File: src/rtl/eth_tx_framer.sv
// eth_tx_framer
//   Wraps an upstream byte stream into an Ethernet frame on a GMII-style
//   byte interface. It adds the preamble, the SFD, zero padding up to
//   MIN_FRAME, and the CRC-32 FCS. It then enforces IFG_BYTES idle cycles
//   after every frame.
//
// Ports
//   clk          single clock, rising edge
//   rst          synchronous, active-high reset
//   inData       payload byte from upstream
//   inDataValid  inData valid
//   inDataLast   final payload byte (only meaningful with inDataValid)
//   inReady      byte taken on an edge where inDataValid && inReady
//   txData       transmit byte (registered)
//   txCtrl       transmit enable (registered)
//   txErr        transmit error / frame abort (registered)
//   txBusy       high whenever the framer is not idle
//
// Timing model: the state names the phase whose byte is loaded into the
// output register at the coming edge. The edge that samples inDataValid in
// IDLE therefore already loads the first 0x55. PAYLOAD is entered while
// 0xD5 is still on the wire, so the first payload byte follows the SFD
// with no gap.
module eth_tx_framer #(
    parameter int MIN_FRAME = 60,
    parameter int IFG_BYTES = 12
) (
    input  logic       clk,
    input  logic       rst,
    input  logic [7:0] inData,
    input  logic       inDataValid,
    input  logic       inDataLast,
    output logic       inReady,
    output logic [7:0] txData,
    output logic       txCtrl,
    output logic       txErr,
    output logic       txBusy
);

    typedef enum logic [2:0] {
        S_IDLE,
        S_PREAMBLE,
        S_SFD,
        S_PAYLOAD,
        S_PAD,
        S_FCS,
        S_IFG
    } state_t;

    localparam logic [7:0]  MIN_B    = 8'(MIN_FRAME);
    localparam logic [7:0]  IFG_LAST = 8'(IFG_BYTES - 1);
    // IDLE loads the first 0x55, so PREAMBLE only has to add six more.
    localparam logic [7:0]  PRE_LAST = 8'd5;
    localparam logic [31:0] CRC_INIT = 32'hFFFF_FFFF;
    localparam logic [31:0] CRC_POLY = 32'hEDB8_8320;

    state_t      r_state, w_state_nx;
    logic [7:0]  r_cnt,   w_cnt_nx;     // payload + pad bytes, saturating
    logic [7:0]  r_idx,   w_idx_nx;     // position within preamble / FCS / IFG
    logic [31:0] r_crc,   w_crc_nx;
    logic [7:0]  r_txData, w_txData_nx;
    logic        r_txCtrl, w_txCtrl_nx;
    logic        r_txErr,  w_txErr_nx;

    logic [7:0]  w_crc_in;
    logic [31:0] w_crc_upd;
    logic [7:0]  w_cnt_inc;
    logic [31:0] w_fcs;
    logic [7:0]  w_fcs_byte;

    // One byte of reflected CRC-32, LSB of the byte first.
    function automatic logic [31:0] f_crc_byte(input logic [31:0] c, input logic [7:0] d);
        logic [31:0] r;
        r = c ^ {24'h0, d};
        for (int i = 0; i < 8; i++) begin
            r = r[0] ? ((r >> 1) ^ CRC_POLY) : (r >> 1);
        end
        return r;
    endfunction

    // Pad bytes are zero. The CRC folds in whatever byte is loaded this
    // cycle. PAYLOAD and PAD are the only states that commit the result.
    assign w_crc_in  = (r_state == S_PAYLOAD) ? inData : 8'h00;
    assign w_crc_upd = f_crc_byte(r_crc, w_crc_in);

    // Saturation means anything of 255 bytes or more is "long enough", so
    // it only ever influences the pad decision.
    assign w_cnt_inc = (r_cnt == 8'hFF) ? r_cnt : r_cnt + 8'd1;

    assign w_fcs = ~r_crc;

    always_comb begin
        w_fcs_byte = w_fcs[7:0];
        case (r_idx[1:0])
            2'd0:    w_fcs_byte = w_fcs[7:0];
            2'd1:    w_fcs_byte = w_fcs[15:8];
            2'd2:    w_fcs_byte = w_fcs[23:16];
            default: w_fcs_byte = w_fcs[31:24];
        endcase
    end

    always_comb begin
        w_state_nx  = r_state;
        w_cnt_nx    = r_cnt;
        w_idx_nx    = r_idx;
        w_crc_nx    = r_crc;
        w_txData_nx = 8'h00;
        w_txCtrl_nx = 1'b0;
        w_txErr_nx  = 1'b0;

        case (r_state)
            S_IDLE: begin
                // The first byte stays on inData; it is taken in PAYLOAD.
                if (inDataValid) begin
                    w_state_nx  = S_PREAMBLE;
                    w_cnt_nx    = 8'd0;
                    w_idx_nx    = 8'd0;
                    w_crc_nx    = CRC_INIT;
                    w_txData_nx = 8'h55;
                    w_txCtrl_nx = 1'b1;
                end
            end

            S_PREAMBLE: begin
                w_txData_nx = 8'h55;
                w_txCtrl_nx = 1'b1;
                if (r_idx == PRE_LAST) begin
                    w_state_nx = S_SFD;
                    w_idx_nx   = 8'd0;
                end else begin
                    w_idx_nx = r_idx + 8'd1;
                end
            end

            S_SFD: begin
                w_txData_nx = 8'hD5;
                w_txCtrl_nx = 1'b1;
                w_state_nx  = S_PAYLOAD;
            end

            S_PAYLOAD: begin
                w_txCtrl_nx = 1'b1;
                if (inDataValid) begin
                    w_txData_nx = inData;
                    w_crc_nx    = w_crc_upd;
                    w_cnt_nx    = w_cnt_inc;
                    if (inDataLast) begin
                        w_idx_nx = 8'd0;
                        if (w_cnt_inc < MIN_B) begin
                            w_state_nx = S_PAD;
                        end else begin
                            w_state_nx = S_FCS;
                        end
                    end
                end else begin
                    // Upstream ran dry mid-frame: poison the frame and go
                    // straight to the gap. No pad and no FCS are sent.
                    w_txErr_nx = 1'b1;
                    w_state_nx = S_IFG;
                    w_idx_nx   = 8'd0;
                end
            end

            S_PAD: begin
                w_txCtrl_nx = 1'b1;
                w_crc_nx    = w_crc_upd;
                w_cnt_nx    = w_cnt_inc;
                if (w_cnt_inc == MIN_B) begin
                    w_state_nx = S_FCS;
                    w_idx_nx   = 8'd0;
                end
            end

            S_FCS: begin
                w_txData_nx = w_fcs_byte;
                w_txCtrl_nx = 1'b1;
                if (r_idx == 8'd3) begin
                    w_state_nx = S_IFG;
                    w_idx_nx   = 8'd0;
                end else begin
                    w_idx_nx = r_idx + 8'd1;
                end
            end

            S_IFG: begin
                // Every IFG cycle loads an idle byte. Leaving after
                // IFG_BYTES cycles lets IDLE sample a waiting frame on the
                // next edge. That keeps the wire gap at exactly IFG_BYTES.
                if (r_idx == IFG_LAST) begin
                    w_state_nx = S_IDLE;
                    w_idx_nx   = 8'd0;
                end else begin
                    w_idx_nx = r_idx + 8'd1;
                end
            end

            default: begin
                w_state_nx = S_IDLE;
            end
        endcase
    end

    always_ff @(posedge clk) begin
        if (rst) begin
            r_state  <= S_IDLE;
            r_cnt    <= 8'd0;
            r_idx    <= 8'd0;
            r_crc    <= CRC_INIT;
            r_txData <= 8'h00;
            r_txCtrl <= 1'b0;
            r_txErr  <= 1'b0;
        end else begin
            r_state  <= w_state_nx;
            r_cnt    <= w_cnt_nx;
            r_idx    <= w_idx_nx;
            r_crc    <= w_crc_nx;
            r_txData <= w_txData_nx;
            r_txCtrl <= w_txCtrl_nx;
            r_txErr  <= w_txErr_nx;
        end
    end

    assign inReady = (r_state == S_PAYLOAD);
    assign txBusy  = (r_state != S_IDLE);
    assign txData  = r_txData;
    assign txCtrl  = r_txCtrl;
    assign txErr   = r_txErr;

endmodule

File: config.mk
export PLATFORM = sky130hd
export DESIGN_NAME = eth_tx_framer
export DESIGN_NICKNAME = d
export VERILOG_FILES = /design/src/rtl/eth_tx_framer.sv
export SDC_FILE = /design/constraint.sdc
export NUM_CORES = 1
export LEC_CHECK = 0
export ABC_AREA = 1
export BUFFER_PORTS_ARGS = -buffer_cell sky130_fd_sc_hd__buf_2
export CORE_MARGIN = 1.5
export CORE_UTILIZATION = 31
export CTS_CLUSTER_DIAMETER = 120
export DETAILED_ROUTE_END_ITERATION = 8
export GPL_ROUTABILITY_DRIVEN = 0
export PLACE_DENSITY_LB_ADDON = 0.12
export REMOVE_ABC_BUFFERS = 1
export SYNTH_ARGS = -nofsm -noshare
export SYNTH_HDL_FRONTEND = slang
export SYNTH_SLANG_ARGS = --single-unit
export TNS_END_PERCENT = 10
File: constraint.sdc
create_clock -name clk -period 2 [get_ports clk]
set_input_delay 0.1 -clock clk [delete_from_list [all_inputs] [get_ports clk]]
set_output_delay 0.1 -clock clk [all_outputs]
set_load 0.005 [all_outputs]
# --- After elaboration in Yosys (flattened, before gate mapping) ---
# Cells that the tools add are included.
word_totals:
  ff_bits: 61
  input_bits: 12
  out_inout_bits: 12
  elab_cells: 90
classes:
  add_sub_neg: 2
  n_lt_le_gt_ge: 1
  n_eq_ne: 20
  mux: 39
  bitwise: 11
  reduce_logical: 10
ops:
  columns: ["operator", "count"]
  rows:
  - ["$mux W32", 10]
  - ["$not A13 Y14", 8]
  - ["$pmux W32 S3", 1]
  - ["$mux W8", 11]
  - ["$pmux W8 S3", 2]
  - ["$pmux W8 S6", 1]
  - ["$pmux W8 S5", 1]
  - ["$not A32 Y32", 1]
  - ["$xor A32 B8 Y32", 1]
  - ["$mux W3", 7]
  - ["$pmux W3 S7", 1]
  - ["$add A8 B1 Y8 const B", 2]
  - ["$ne A2 B2 Y1 const B", 6]
  - ["$eq A3 B3 Y1 const B", 3]
  - ["$eq A8 B2 Y1 const B", 1]
  - ["$eq A8 B3 Y1 const B", 1]
  - ["$eq A8 B4 Y1 const B", 1]
  - ["$eq A8 B6 Y1 const B", 1]
  - ["$eq A8 B8 Y1 const B", 1]
  - ["$lt A8 B6 Y1 const B", 1]
  - ["$mux W7", 1]
  - ["$eq A3 B2 Y1 const B", 2]
  - ["$reduce_and A6 Y1", 1]
  - ["$reduce_bool A3 Y1", 2]
  - ["other kinds (14)", 16]

# --- Logic depth before layout (Yosys ltp) ---
# Gate-level depths: netlist of the first run.
logic_depth:
  ltp_word: 21
  ltp_mapped: 17
  mapped_depth_nobuf: 15

# --- Worst setup path before layout of the first run ---
# No wires, ideal clock.
synth_path:
  kind: "reg2reg"
  startpoint: "register r_cnt[1]"
  endpoint: "register r_state[1]"
  setup_ps: 116
  arrival_ps: 1647
  t_required_ps: 1884
  setup_slack_ps: 237
  path_stages_with_launch: 13
  n_path_buf: 0
  synth_period_minus_slack_ps: 1763
  path_cell_list: "dfxtp_1 > ha_1 > nand2_1 > nor2_2 > nand2_2 > xor2_1 > nand2_1 > nor2_1 > nand2_1 > nand2_2 > nand2_2 > o21ai_0 > nor2_1"
synth_via:
  elab_chain_len: 5
  elab_cells_between_ends: 6
synth_lines:
  columns: ["item", "line", "rtl"]
  rows:
  - ["from (decl)", "58", "logic [7:0] r_cnt, w_cnt_nx;"]
  - ["from (signal assigned)", "214", "r_cnt <= w_cnt_nx;"]
  - ["$add A8 B1 Y8 or $eq A8 B8 Y1 (tied branches)", "88", "assign w_cnt_inc = (r_cnt == 8'hFF) ? r_cnt : r_cnt + 8'd1;"]
  - ["$mux W8 (*)", "88", null]
  - ["$eq A8 B6 Y1 (*)", "168", "if (w_cnt_inc == MIN_B) begin"]
  - ["$ne A2 B2 Y1 (no source line) (*)", null, null]
  - ["$reduce_and A6 Y1 (no source line) (*)", null, null]
  - ["to (signal assigned)", "213", "r_state <= w_state_nx;"]
  - ["to (decl)", "57", "state_t r_state, w_state_nx;"]
# Mark *: on every way between the ends. The rest lies on a longest branch, timed or not.
# A chain may end at the register's enable or synchronous reset.

# --- Worst setup path after layout of the first run ---
layout_path:
  startpoint: "register r_state[1]"
  endpoint: "register r_crc[18]"
layout_via:
  elab_chain_len: 17
  elab_cells_between_ends: 24
layout_lines:
  columns: ["item", "line", "rtl"]
  rows:
  - ["$eq A3 B2 Y1", "83, 111", null]
  - ["$mux W8", "83", "assign w_crc_in = (r_state == S_PAYLOAD) ? inData : 8'h00;"]
  - ["$xor A32 B8 Y32", "74", "r = c ^ {24'h0, d};"]
  - ["$mux W32 (2 in series)", "76", "r = r[0] ? ((r >> 1) ^ CRC_POLY) : (r >> 1);"]
  - ["$not A13 Y14 (no source line)", null, null]
  - ["$mux W32 (2 in series)", "76", null]
  - ["$not A13 Y14 (no source line)", null, null]
  - ["$mux W32", "76", null]
  - ["$not A13 Y14 (no source line)", null, null]
  - ["$mux W32", "76", null]
  - ["$not A13 Y14 (no source line)", null, null]
  - ["$mux W32 (2 in series)", "76", null]
  - ["$mux W32", "143", "if (inDataValid) begin"]
  - ["$pmux W32 S3", "111", "case (r_state)"]
  - ["to (signal assigned)", "216", "r_crc <= w_crc_nx;"]
  - ["to (decl)", "60", "logic [31:0] r_crc, w_crc_nx;"]
# Parallel ways exist; a longest one is shown, timed or not. The select of a mux whose other input is x is not followed.

==> qor.tcl, run 1 <==
set qor(power.static_leakage_nw) 2.63
set qor(clock_sinks) 61
set qor(unrepaired_setup_endpoints_after_global_routing) {yes}
set qor(io_pins) 24
set qor(finalHoldViolCount) 0
set qor(critical_path.top_delay_family) {simple AND/OR/NAND/NOR gates}
set qor(critPathCaptureType) {flop}
set qor(synthesis.area_per_instance_sq_um) 6.32
set qor(cts.path.max_buffers) 2
set qor(firstDrtPassIters) 5
set qor(timing.final.crit_share_pct) 95.8
set qor(finish.net_count) 772
set qor(internal_power_mw) 4.23
set qor(flow.area_growth_from_synthesis_pct) 23.0
set qor(gr-total-overflow) 0
set qor(critical_path_depth) 14
set qor(drive_above_1_share_pct) 20.8
set qor(tritoncts.num_buffers) 9
set qor(place_hpwl_mm) 10.8
set qor(synthCells) 694
set qor(worst_ep_required_time_ps) 2230
set qor(p_per_area_nw_per_um2) 1510
set qor(synth_edf_count) 0
set qor(critPathArrivalTime_ps) 2150
set qor(cp_cell_sequence) {nand2_4 > nor2_8 > buf_12 > nand2_1 > nand2_1 > nand2_4 > nand2_1 > nand2_4 > xnor2_2 > buf_4 > nand2_1 > nand2_1 > o21ai_1 > nand2_1}
set qor(synth.top_cell.area_share_pct) 27.9
set qor(floorplan.die.height_um) 122
set qor(netSwitchingFraction_pct) 47.9
set qor(placementRows) 43
set qor(first_pass_grt_wire_length_mm) 23.6
set qor(cts.reportedPaths.clkPinSlew_ps) 50
set qor(ir_worst_vdd_mv) 0.670
set qor(finalPower_mw) 8.13
set qor(worst_hold_path_type) {input pin to flop}
set qor(vias_per_cell) 5.01
set qor(pwr-share-clk_pct) 18.6
set qor(drt_first_iter_violations) 371
set qor(grt_start_max_net_pins) 25
set qor(floorplan.die_area_sq_um) 14900
set qor(netlist-cell-type-count) 38
set qor(postSynthRegisterBits) 61
set qor(fin_hold_ws_ps) 114
set qor(cp_max_fo) 10
set qor(groute.usage.overall_pct) 21.0
set qor(ys_seq_area_share_pct) 27.9
set qor(crit_path_max_incr_delay_ps) 350
set qor(pwr-share-comb_pct) 58.8
set qor(port_buffers) 23
set qor(achievable-frequency_mhz) 522
set qor(run_status) {completed}
set qor(post-place-cells) 920
set qor(vias) 4707
set qor(hold_crit_depth) 3
set qor(final.fill_count) 1471
set qor(critical_path.startpoint_type) {flop}
set qor(antenna_left) 0
set qor(pwr-share-seq_pct) 22.6
set qor(post_route_skew_ps) 7.70
set qor(synth-main-ff-cell) {sky130_fd_sc_hd__dfxtp_1}
set qor(synth-async-reset-ratio_pct) 0
set qor(clk_latency_ps) 350
set qor(htree_levels) 3
set qor(classification_of_the_worst_setup_path) {flop to flop}
set qor(max_slew.worst_pin.slew_ps) 665
set qor(drc) 0
set qor(diodes) 0
set qor(wl_mm) 14.8
set qor(finalSetupViolations) 0
set qor(total_switching_power_mw) 3.90
set qor(final_cell_count_no_fill) 939
set qor(routed_wire_length_per_instance_um) 15.7
set qor(x_dimension_of_the_die_um) 122
set qor(floorplan.initialDensity_pct) 31.7
set qor(critical_path.n_buffers_inverters) 2
set qor(cts_root_buffer) {sky130_fd_sc_hd__clkbuf_16}
set qor(yosys.area.top_type) {sky130_fd_sc_hd__dfxtp_1}
set qor(post_synth_instance_area_sq_um) 4380
set qor(coreArea_sq_um) 13800
set qor(netlist_top_cells_area) {sky130_fd_sc_hd__dfxtp_1, sky130_fd_sc_hd__nand2_1, sky130_fd_sc_hd__a21oi_1}
set qor(critical-path-top-cell-by-count) {sky130_fd_sc_hd__nand2_1}
set qor(final_max_tran_viols) 0
set qor(slew-limit-headroom_pct) 55.4
set qor(ff2ff_path_depth) 14
set qor(final_util_pct) 39.0
set qor(holdBufCountCts) 0
set qor(drv.max_cap_violation_count) 0
set qor(number_of_global_route_vias_before_repair) 4448
set qor(crit_path_top_delay_cell) {sky130_fd_sc_hd__dfxtp_2}
set qor(cts_tree) {built}
set qor(synth-warning-count) 0
set qor(period_needed_ps) 1920
set qor(initial_antenna_violation_count) 0
==> worst register-to-register path, delay by kind of cell (launching register included) <==
| kind | cells | cell delay [ps] |
|---|---|---|
| and+or+nand+nor | 10 | 900 |
| DFF | 1 | 350 |
| buffers and inverters | 2 | 290 |
| AOI/OAI and AO/OA | 1 | 110 |
| xor gates and xnor gates | 1 | 160 |
==> power groups by stage <==
stage                     clock (mW)  sequential, mW  combinational (mW)
final                           1.52            1.84                4.78
after global routing            1.61            1.88                5.37
after CTS                       1.56            1.83                4.69
after detailed placement           0            1.85                4.64
after global placement             0            1.85                4.64
after floorplan                    0            1.80                3.12
==> layout by cell type (no fill, tap or decap), types with 15 or more instances in the layout <==
| cell | instances |
|---|---|
| sky130_fd_sc_hd__buf_2 | 23 |
| sky130_fd_sc_hd__buf_4 | 44 |
| sky130_fd_sc_hd__o21ai_0 | 26 |
| sky130_fd_sc_hd__nand2_1 | 201 |
| sky130_fd_sc_hd__nand2_2 | 28 |
| sky130_fd_sc_hd__dfxtp_1 | 55 |
| sky130_fd_sc_hd__nand2_4 | 15 |
| sky130_fd_sc_hd__nor2_1 | 51 |
| sky130_fd_sc_hd__inv_1 | 64 |
| sky130_fd_sc_hd__a21oi_1 | 50 |
| sky130_fd_sc_hd__xor2_1 | 24 |
| sky130_fd_sc_hd__nand3_1 | 49 |
| sky130_fd_sc_hd__nand4_1 | 16 |
==> final cells by class <==
| cell class | instances | area [sq um] | area share, % |
|---|---|---|---|
| well taps | 180 | 225 | 4.18 |
| repair buffers | 70 | 505 | 9.37 |
| inverters | 75 | 282 | 5.22 |
| clock inverters | 1 | 5.00 | 0.0928 |
| clock buffers | 14 | 274 | 5.08 |
| flip-flops and latches | 61 | 1230 | 22.8 |
| multi-input cells | 538 | 2870 | 53.3 |
==> cells by family after synthesis <==
| logic type | Yosys count | share of synthesized area, % |
|---|---|---|
| flip-flops | 61 | 27.9 |
| AND/OR/NAND/NOR | 382 | 39.9 |
| buffers and inverters | 96 | 9.08 |
| adder cells (fa/ha/maj) | 5 | 1.43 |
| XOR/XNOR | 33 | 6.59 |
| AO/OA/AOI/OAI | 117 | 15.1 |
==> final timing paths <==
path                      startpoint  slack (ps)                     end
max          r_state[1]$_SDFFE_PP0P_          80  r_crc[18]$_SDFFE_PP1P_
min reg2reg   r_crc[26]$_SDFFE_PP1P_         470  r_crc[26]$_SDFFE_PP1P_
max reg2reg  r_state[1]$_SDFFE_PP0P_          80  r_crc[18]$_SDFFE_PP1P_
min                      inDataValid         110        txErr$_SDFF_PP0_
==> flip-flops by register name, summed over array words and instances (netlist names) <==
name     cells
txData       8
r_state      3
txCtrl       1
txErr        1
r_idx        8
r_crc       32
r_cnt        8
==> what timing repair did <==
action / in CTS / in global routing
setup endpoints to repair: 12 / 32
cloned: 0 / 1
pin swaps: 0 / 7
buffers inserted: 0 / 3
gates resized for setup: 4 / 34
==> stage by stage <==
step	setup WS, ps	TNS [ps]	cell area [sq um]
finish	84.7	0	5390
detailed placement	-6.31	-6.51	4970
floorplan	-656	-17530	4270
global route	-49.0	-163	5390
global placement	-21.1	-21.1	4970
CTS	32.8	0	5270
==> synth_stat cells (6+ instances only) <==
library cell	count
sky130_fd_sc_hd__o21ai_0	29
sky130_fd_sc_hd__nand2_4	11
sky130_fd_sc_hd__nand2_2	20
sky130_fd_sc_hd__xor2_1	26
sky130_fd_sc_hd__nand2_1	212
sky130_fd_sc_hd__o22ai_1	9
sky130_fd_sc_hd__a21oi_1	50
sky130_fd_sc_hd__clkbuf_1	13
sky130_fd_sc_hd__dfxtp_1	61
sky130_fd_sc_hd__o211ai_1	6
sky130_fd_sc_hd__nor2_1	57
sky130_fd_sc_hd__xnor2_1	7
sky130_fd_sc_hd__nand3_1	49
sky130_fd_sc_hd__inv_1	66
sky130_fd_sc_hd__nor3_1	6
sky130_fd_sc_hd__o21ai_1	8
sky130_fd_sc_hd__nand4_1	16
==> routing by layer <==
layer  vias up  wire length [um]  track usage, %
met1      2181              6750            26.9
met3        29               618            4.31
met4         0               436            10.1
met2       115              6960            33.7
li1       2382                 -               -
met5         -                 0               0
Power figures use the tool's default switching activity.
==> inputs of run 2 (changes only) <==
--- a/config.mk
+++ b/config.mk
@@ -5,11 +5,11 @@
 export SDC_FILE = /design/constraint.sdc
 export NUM_CORES = 1
 export LEC_CHECK = 0
-export ABC_AREA = 1
 export BUFFER_PORTS_ARGS = -buffer_cell sky130_fd_sc_hd__buf_2
 export CORE_MARGIN = 1.5
 export CORE_UTILIZATION = 31
 export CTS_CLUSTER_DIAMETER = 120
+export CTS_CLUSTER_SIZE = 28
 export DETAILED_ROUTE_END_ITERATION = 8
 export GPL_ROUTABILITY_DRIVEN = 0
 export PLACE_DENSITY_LB_ADDON = 0.12
==> run 2 against run 1 <==
  * Non-clock buffer count is 25 higher
  * Maximum frequency down 1.7%
  * Sequential power is 26% lower
  * Sequential share of layout area rose by 1.6 points
  * Critical path type unchanged
  * Largest power group unchanged
==> qor.tcl, run 2 <==
set qor(wl_mm) 12.0 ;# was 14.8 mm
set qor(worst-r2r-setup-slack_ps) 50 ;# was 80 ps
set qor(max_slew.worst_pin.slew_ps) 551 ;# was 665 ps
set qor(regArea_sq_um) 1230 ;# about the same
set qor(slew-limit-headroom_pct) 63.0 ;# was 55.4%
set qor(diodes) 0 ;# unchanged
set qor(initial_antenna_violation_count) 0 ;# unchanged
set qor(vias) 3500 ;# was 4707
set qor(startpoint) {r_state[2]$_SDFFE_PP0P_} ;# was r_state[1]$_SDFFE_PP0P_
set qor(x_dimension_of_the_die_um) 115 ;# was 122 um
set qor(finish.net_count) 552 ;# was 772
set qor(achievable-frequency_mhz) 513 ;# was 522 MHz
set qor(post_route_skew_ps) 9.35 ;# was 7.70 ps
set qor(cts_tree) {built} ;# unchanged
set qor(netlist-cell-type-count) 56 ;# was 38
set qor(clk_latency_ps) 340 ;# was 350 ps
set qor(final_max_tran_viols) 0 ;# unchanged
set qor(critPathCaptureType) {flop} ;# unchanged
set qor(unrepaired_setup_endpoints_after_global_routing) {yes} ;# unchanged
set qor(antenna_left) 0 ;# unchanged
set qor(cts.path.max_buffers) 2 ;# unchanged
set qor(yosys.cell_count.top_type) {sky130_fd_sc_hd__dfxtp_1} ;# was sky130_fd_sc_hd__nand2_1
set qor(finalSetupViolations) 0 ;# unchanged
set qor(postLayoutCellArea_sq_um) 5030 ;# was 5390 sq um
set qor(cts_root_buffer) {sky130_fd_sc_hd__clkbuf_16} ;# unchanged
set qor(first_pass_grt_wire_length_mm) 19.3 ;# was 23.6 mm
set qor(ys_seq_area_share_pct) 31.2 ;# was 27.9%
set qor(place_hpwl_mm) 8.94 ;# was 10.8 mm
set qor(regToRegStartpoint) {r_state[2]$_SDFFE_PP0P_} ;# was r_state[1]$_SDFFE_PP0P_
set qor(critPathArrivalTime_ps) 2220 ;# was 2150 ps
set qor(io_pins) 24 ;# unchanged
set qor(period_needed_ps) 1950 ;# was 1920 ps
set qor(synth-main-ff-cell) {sky130_fd_sc_hd__dfxtp_1} ;# unchanged
set qor(largest_register_ffs) 32 ;# unchanged
set qor(finalHoldViolCount) 0 ;# unchanged
set qor(port_buffers) 23 ;# unchanged
set qor(grt_start_max_net_pins) 20 ;# was 25
set qor(classification_of_the_worst_setup_path) {flop to flop} ;# unchanged
set qor(cp_max_fo) 17 ;# was 10
set qor(floorplan.die.height_um) 115 ;# was 122 um
set qor(vias_per_cell) 4.96 ;# was 5.01
set qor(worst_ep_required_time_ps) 2280 ;# was 2230 ps
set qor(power.static_leakage_nw) 1.92 ;# was 2.63 nW
set qor(multi_input_logic_area_sq_um) 2600 ;# was 2870 sq um
set qor(placementRows) 40 ;# was 43
set qor(firstDrtPassIters) 6 ;# was 5
set qor(final.fill_count) 1230 ;# was 1471
set qor(yosys.area.top_type) {sky130_fd_sc_hd__dfxtp_1} ;# unchanged
set qor(drv.max_cap_violation_count) 0 ;# unchanged
set qor(floorplan.die_area_sq_um) 13300 ;# was 14900 sq um
set qor(drt_first_iter_violations) 138 ;# was 371
set qor(layout_commonest_cell) {sky130_fd_sc_hd__buf_4} ;# was sky130_fd_sc_hd__nand2_1
set qor(critical_path.reg2reg.endpoint) {r_crc[22]$_SDFFE_PP1P_} ;# was r_crc[18]$_SDFFE_PP1P_
set qor(synth-warning-count) 0 ;# unchanged
set qor(drc) 0 ;# unchanged
set qor(regMostFlops) {r_crc} ;# unchanged
set qor(synthesis.area_per_instance_sq_um) 8.62 ;# was 6.32 sq um
set qor(cts.reportedPaths.clkPinSlew_ps) 60 ;# was 50 ps
set qor(synth-async-reset-ratio_pct) 0 ;# unchanged
set qor(placedInstanceArea_sq_um) 4690 ;# was 4970 sq um
set qor(htree_levels) 3 ;# unchanged
set qor(p_per_area_nw_per_um2) 869 ;# was 1510 nW/um^2
set qor(synth.top_cell.area_share_pct) 31.2 ;# was 27.9%
set qor(number_of_global_route_vias_before_repair) 3448 ;# was 4448
set qor(gr-total-overflow) 0 ;# unchanged
set qor(floorplan.initialDensity_pct) 32.2 ;# was 31.7%
set qor(post_synth_instance_area_sq_um) 3910 ;# was 4380 sq um
set qor(drive_above_1_share_pct) 25.1 ;# was 20.8%
set qor(netlist_top_cells_area) {sky130_fd_sc_hd__dfxtp_1, sky130_fd_sc_hd__xnor2_1, sky130_fd_sc_hd__a21oi_1} ;# was sky130_fd_sc_hd__dfxtp_1, sky130_fd_sc_hd__nand2_1, sky130_fd_sc_hd__a21oi_1
set qor(coreArea_sq_um) 12200 ;# was 13800 sq um
set qor(worst_hold_path_type) {input pin to flop} ;# unchanged
set qor(mostFrequentLayoutCells) {sky130_fd_sc_hd__buf_4, sky130_fd_sc_hd__dfxtp_1, sky130_fd_sc_hd__nor2_1, sky130_fd_sc_hd__xnor2_1, sky130_fd_sc_hd__a21oi_1} ;# was sky130_fd_sc_hd__nand2_1, sky130_fd_sc_hd__inv_1, sky130_fd_sc_hd__dfxtp_1, sky130_fd_sc_hd__nor2_1, sky130_fd_sc_hd__a21oi_1
set qor(postSynthRegisterBits) 61 ;# unchanged
set qor(flow.area_growth_from_synthesis_pct) 28.7 ;# was 23.0%
set qor(ir_worst_vdd_mv) 0.430 ;# was 0.670 mV
set qor(critical_path.endpoint) {r_crc[22]$_SDFFE_PP1P_} ;# was r_crc[18]$_SDFFE_PP1P_
set qor(groute.usage.overall_pct) 19.4 ;# was 21.0%
set qor(most_frequent_cells_after_synthesis) {sky130_fd_sc_hd__dfxtp_1, sky130_fd_sc_hd__xnor2_1, sky130_fd_sc_hd__nor2_1} ;# was sky130_fd_sc_hd__nand2_1, sky130_fd_sc_hd__inv_1, sky130_fd_sc_hd__dfxtp_1
set qor(holdBufCountCts) 0 ;# unchanged
set qor(tritoncts.num_buffers) 9 ;# unchanged
set qor(finalPower_mw) 4.38 ;# was 8.13 mW
set qor(synth_edf_count) 0 ;# unchanged
set qor(timing.final.crit_share_pct) 97.4 ;# was 95.8%
set qor(clock_sinks) 61 ;# unchanged
set qor(ff2ff_path_depth) 8 ;# was 14
set qor(run_status) {completed} ;# unchanged
set qor(synthCells) 454 ;# was 694
set qor(routed_wire_length_per_instance_um) 16.9 ;# was 15.7 um
set qor(critical_path.startpoint_type) {flop} ;# unchanged
-- run 2: cell count changes after synthesis, sizes merged, moves of 8 or more --
| cell | change |
|---|---|
| nand3 | -47 |
| inv | -56 |
| nor2 | -10 |
| nand4 | -13 |
| o21ai | -27 |
| nand2 | -220 |
| a21oi | -9 |
| xnor2 | +49 |
| nand2b | +24 |
| a311oi | +8 |
-- run 2: stage by stage --
| step | hold WS (ps) | TNS, ps | utilization, % | std cells | setup WS [ps] |
|---|---|---|---|---|---|
| floorplan | 169 | -32150 | - | 429 | -1210 |
| detailed placement | 467 | -272 | 38.6 | 691 | -52.5 |
| CTS | 122 | 0 | 40.6 | 705 | 4.86 |
| finish | 128 | 0 | 41.4 | 706 | 51.6 |
| global route | 163 | -32.2 | 41.4 | 706 | -21.2 |
| global placement | 466 | 0 | 38.6 | 691 | 16.0 |
-- run 2: per-layer routing --
| metal | GRT usage [%] | wire length (um) |
|---|---|---|
| met1 | 28.6 | 6000 |
| met3 | 2.95 | 544 |
| met4 | 8.81 | 277 |
| met5 | 0 | 0 |
| met2 | 27.5 | 5130 |
-- run 2: cells by family (layout without fill, tap and decap cells) --
kind of cell	count (synthesis)	after routing	share of synthesized area [%]
AOI/OAI and AO/OA	120	120	20.1
xor gates and xnor gates	87	87	24.1
adders and majority gates	5	5	1.60
buffers and inverters	40	124	4.25
DFF	61	61	31.2
muxes	2	2	0.512
and+or+nand+nor	139	139	18.2
-- run 2: repair_timing --
item,4_1_cts,5_1_grt
pin swaps,0,6
gates resized for setup,1,17
buffers inserted,0,1
setup endpoints to repair,7,24
cloned,0,0
-- run 2: worst min path at each step --
stage | startpoint | to | slack [ps] | cells after the start
global placement | inData[3] | txData[3]$_SDFF_PP0_ | 470 | 3
detailed placement | inDataValid | txErr$_SDFF_PP0_ | 470 | 2
CTS | inDataValid | txErr$_SDFF_PP0_ | 120 | 2
global route | inData[5] | txData[5]$_SDFF_PP0_ | 160 | 3
finish | inDataValid | txErr$_SDFF_PP0_ | 130 | 2
floorplan | rst | r_state[0]$_SDFFE_PP0P_ | 170 | 1
-- run 2: critical path, stage by stage (launching register included) --
cell,delay (ps)
sky130_fd_sc_hd__dfxtp_2,330
sky130_fd_sc_hd__buf_6,150
sky130_fd_sc_hd__nand4b_1,250
sky130_fd_sc_hd__xor2_2,210
sky130_fd_sc_hd__buf_4,160
sky130_fd_sc_hd__xnor2_4,140
sky130_fd_sc_hd__buf_4,150
sky130_fd_sc_hd__xor3_1,360
sky130_fd_sc_hd__a21oi_2,140
-- run 2: where the power goes --
| part | total [mW] | switching (mW) | internal [mW] |
|---|---|---|---|
| Sequential | 1.37 | 0.0713 | 1.30 |
| Combinational | 1.65 | 0.890 | 0.757 |
| Clock | 1.36 | 0.541 | 0.817 |
| Total | 4.38 | 1.50 | 2.87 |
-- run 2: area by class of cell --
class	count	share of cell area, %
multi-input combinational	353	51.7
inverter	15	1.12
timing repair buffer	95	13.7
clock inverter	3	0.298
clock buffer	11	4.62
sequential	61	24.4
tap	168	4.18
==> inputs of run 3 (changes only) <==
--- a/config.mk
+++ b/config.mk
@@ -6,6 +6,7 @@
 export NUM_CORES = 1
 export LEC_CHECK = 0
 export BUFFER_PORTS_ARGS = -buffer_cell sky130_fd_sc_hd__buf_2
+export CORE_ASPECT_RATIO = 2
 export CORE_MARGIN = 1.5
 export CORE_UTILIZATION = 31
 export CTS_CLUSTER_DIAMETER = 120
==> run 3 against run 2 <==
  * Maximum frequency fell by 1.6%
  * Critical endpoint is now r_crc[19]$_SDFFE_PP1P_
  * Non-clock buffer count grew 10
  * Final cell count shrank 1.4%
  * Clock skew shrank 3.7 ps
  * Combinational power grew 7%
  * Sequential share of layout area is 0.25 points lower
  * First-iteration DRC count grew 57%
==> qor.tcl, run 3 (synthesized netlist as in run 2, its figures left out) <==
set qor(run_status) {completed} ;# unchanged
set qor(hold_crit_depth) 2 ;# unchanged
set qor(cts.path.max_buffers) 2 ;# unchanged
set qor(unrepaired_setup_endpoints_after_global_routing) {yes} ;# unchanged
set qor(cp_max_fo) 6 ;# was 17
set qor(cts_root_buffer) {sky130_fd_sc_hd__clkbuf_16} ;# unchanged
set qor(achievable-frequency_mhz) 505 ;# was 513 MHz
set qor(drive_above_1_share_pct) 26.2 ;# was 25.1%
set qor(coreArea_sq_um) 12200 ;# about the same
set qor(clk_latency_ps) 340 ;# about the same
set qor(pwr-share-comb_pct) 37.0 ;# was 37.6%
set qor(vias_per_cell) 5.13 ;# was 4.96
set qor(final_max_tran_viols) 0 ;# unchanged
set qor(postLayoutCellArea_sq_um) 5100 ;# was 5030 sq um
set qor(number_of_global_route_vias_before_repair) 3690 ;# was 3448
set qor(worst_hold_path_type) {input pin to flop} ;# unchanged
set qor(placedInstanceArea_sq_um) 4760 ;# was 4690 sq um
set qor(p_per_area_nw_per_um2) 931 ;# was 869 nW/um^2
set qor(groute.usage.overall_pct) 21.0 ;# was 19.4%
set qor(max_slew.worst_pin.slew_ps) 433 ;# was 551 ps
set qor(grt_start_max_net_pins) 23 ;# was 20
set qor(firstDrtPassIters) 4 ;# was 6
set qor(total_switching_power_mw) 1.58 ;# was 1.50 mW
set qor(wl_mm) 13.0 ;# was 12.0 mm
set qor(finish.net_count) 562 ;# was 552
set qor(drt_first_iter_violations) 217 ;# was 138
set qor(regToRegStartpoint) {r_state[2]$_SDFFE_PP0P_} ;# unchanged
set qor(post_route_skew_ps) 5.62 ;# was 9.35 ps
set qor(largest_register_ffs) 32 ;# unchanged
set qor(place_hpwl_mm) 10.5 ;# was 8.94 mm
set qor(cts_tree) {built} ;# unchanged
set qor(power.static_leakage_nw) 1.97 ;# was 1.92 nW
set qor(min_delay_worst_endpoint) {txErr$_SDFF_PP0_} ;# unchanged
set qor(flow.area_growth_from_synthesis_pct) 30.4 ;# was 28.7%
set qor(multi_input_logic_area_sq_um) 2550 ;# was 2600 sq um
set qor(critical_path.startpoint_type) {flop} ;# unchanged
set qor(cts.reportedPaths.clkPinSlew_ps) 60 ;# about the same
set qor(mostFrequentLayoutCells) {sky130_fd_sc_hd__buf_4, sky130_fd_sc_hd__dfxtp_1, sky130_fd_sc_hd__nor2_1, sky130_fd_sc_hd__xnor2_1, sky130_fd_sc_hd__a21oi_1} ;# unchanged
set qor(slew-limit-headroom_pct) 71.1 ;# was 63.0%
set qor(worst-r2r-setup-slack_ps) 20 ;# was 50 ps
set qor(internal_power_mw) 3.17 ;# was 2.87 mW
set qor(fin_hold_ws_ps) 102 ;# was 128 ps
set qor(pwr-share-clk_pct) 33.6 ;# was 31.0%
set qor(finalSetupViolations) 0 ;# unchanged
set qor(tritoncts.num_buffers) 9 ;# unchanged
set qor(buffers_inserted_by_post_cts_timing_repair) 0 ;# unchanged
set qor(initial_antenna_violation_count) 0 ;# unchanged
set qor(antenna_left) 0 ;# unchanged
set qor(pwr-share-seq_pct) 29.4 ;# was 31.3%
set qor(first_pass_grt_wire_length_mm) 20.1 ;# was 19.3 mm
set qor(critPathCaptureType) {flop} ;# unchanged
set qor(critPathArrivalTime_ps) 2200 ;# was 2220 ps
set qor(ir_worst_vdd_mv) 0.459 ;# was 0.430 mV
set qor(diodes) 0 ;# unchanged
set qor(timing.final.crit_share_pct) 99.0 ;# was 97.4%
set qor(placementRows) 57 ;# was 40
set qor(finalHoldViolCount) 0 ;# unchanged
set qor(period_needed_ps) 1980 ;# was 1950 ps
set qor(hold_path_startpoint) {inDataValid} ;# unchanged
set qor(io_pins) 24 ;# unchanged
set qor(floorplan.initialDensity_pct) 32.1 ;# was 32.2%
set qor(port_buffers) 23 ;# unchanged
set qor(drc) 0 ;# unchanged
set qor(floorplan.die.height_um) 162 ;# was 115 um
set qor(drv.max_cap_violation_count) 0 ;# unchanged
set qor(gr-total-overflow) 0 ;# unchanged
set qor(routed_wire_length_per_instance_um) 18.7 ;# was 16.9 um
set qor(netSwitchingFraction_pct) 33.3 ;# was 34.3%
set qor(x_dimension_of_the_die_um) 82.4 ;# was 115 um
set qor(regArea_sq_um) 1230 ;# about the same
set qor(clock_sinks) 61 ;# unchanged
set qor(layout_commonest_cell) {sky130_fd_sc_hd__buf_4} ;# unchanged
set qor(classification_of_the_worst_setup_path) {flop to flop} ;# unchanged
set qor(vias) 3567 ;# was 3500
set qor(worst_ep_required_time_ps) 2220 ;# was 2280 ps
set qor(ff2ff_path_depth) 7 ;# was 8
set qor(holdBufCountCts) 0 ;# unchanged
set qor(final.fill_count) 1224 ;# was 1230
set qor(regMostFlops) {r_crc} ;# unchanged
set qor(critical_path.reg2reg.endpoint) {r_crc[19]$_SDFFE_PP1P_} ;# was r_crc[22]$_SDFFE_PP1P_
set qor(floorplan.die_area_sq_um) 13300 ;# about the same
set qor(htree_levels) 3 ;# unchanged
run 3: cell types whose count changed in the layout (fill, tap and decap cells not counted), sizes merged:
cell,previous run,this run
buf,95,105
bufinv,0,1
clkbuf,11,12
clkinv,3,0
clkinvlp,0,2
run 3: final cells by class:
cell class / instances / area share, %
Multi-Input combinational cell: 353 / 50.1
Tap cell: 147 / 3.61
Timing Repair Buffer: 105 / 15.2
Clock inverter: 3 / 0.883
Sequential cell: 61 / 24.1
Clock buffer: 12 / 5.03
Inverter: 15 / 1.10
run 3: routing by layer:
metal  wire length [um]  vias to the layer above  track usage, %
li1                   -                     1779               -
met1               4430                     1693            19.9
met2               7890                       72            41.3
met3                375                       23            4.38
met4                333                        0            7.78
met5                  0                        -               0
run 3: worst max-delay path by stage:
| stage | start | end | slack (ps) |
|---|---|---|---|
| after floorplan | r_state[1]$_SDFFE_PP0P_ | r_crc[13]$_SDFFE_PP1P_ | -1210 |
| after global placement | r_state[1]$_SDFFE_PP0P_ | r_crc[18]$_SDFFE_PP1P_ | -110 |
| after detailed placement | r_cnt[0]$_SDFFE_PP0P_ | r_idx[4]$_SDFFE_PP0P_ | -120 |
| after CTS | r_state[2]$_SDFFE_PP0P_ | r_crc[19]$_SDFFE_PP1P_ | -10 |
| after global routing | r_state[2]$_SDFFE_PP0P_ | r_crc[19]$_SDFFE_PP1P_ | -70 |
| final | r_state[2]$_SDFFE_PP0P_ | r_crc[19]$_SDFFE_PP1P_ | 20 |
run 3: through the flow:
step           TNS [ps]  setup WS, ps  std cells  utilization (%)  total power, mW
6_report              0          20.1        696             41.8             4.75
5_1_grt           -84.2         -72.2        696             41.8             4.99
4_1_cts           -11.3         -11.3        696             41.6             4.77
3_5_place_dp      -1210          -123        681             39.0             3.15
3_3_place_gp       -831          -107        681             39.0             3.15
2_1_floorplan    -32150         -1210        429                -             2.28
run 3: worst max-delay path, cell delays in order (launching register included):
cell and delay [ps]:
sky130_fd_sc_hd__dfxtp_2 350, sky130_fd_sc_hd__buf_4 150, sky130_fd_sc_hd__nand4b_2 220, sky130_fd_sc_hd__xor2_2 310, sky130_fd_sc_hd__xnor2_4 190, sky130_fd_sc_hd__xnor3_1 360, sky130_fd_sc_hd__xor2_1 180, sky130_fd_sc_hd__a21oi_1 90
run 3: power by group through the flow:
stage                     Combinational [mW]  Clock, mW  Sequential, mW
after floorplan                        0.852          0            1.43
after global placement                  1.74          0            1.41
after detailed placement                1.75          0            1.41
after CTS                               1.75       1.63            1.39
after global routing                    1.90       1.68            1.41
final                                   1.76       1.60            1.40
run 3: what timing repair did:
action,4_1_cts,5_1_grt
resized for setup,5,8
endpoints found under the setup margin,22,19
pin swaps,0,3
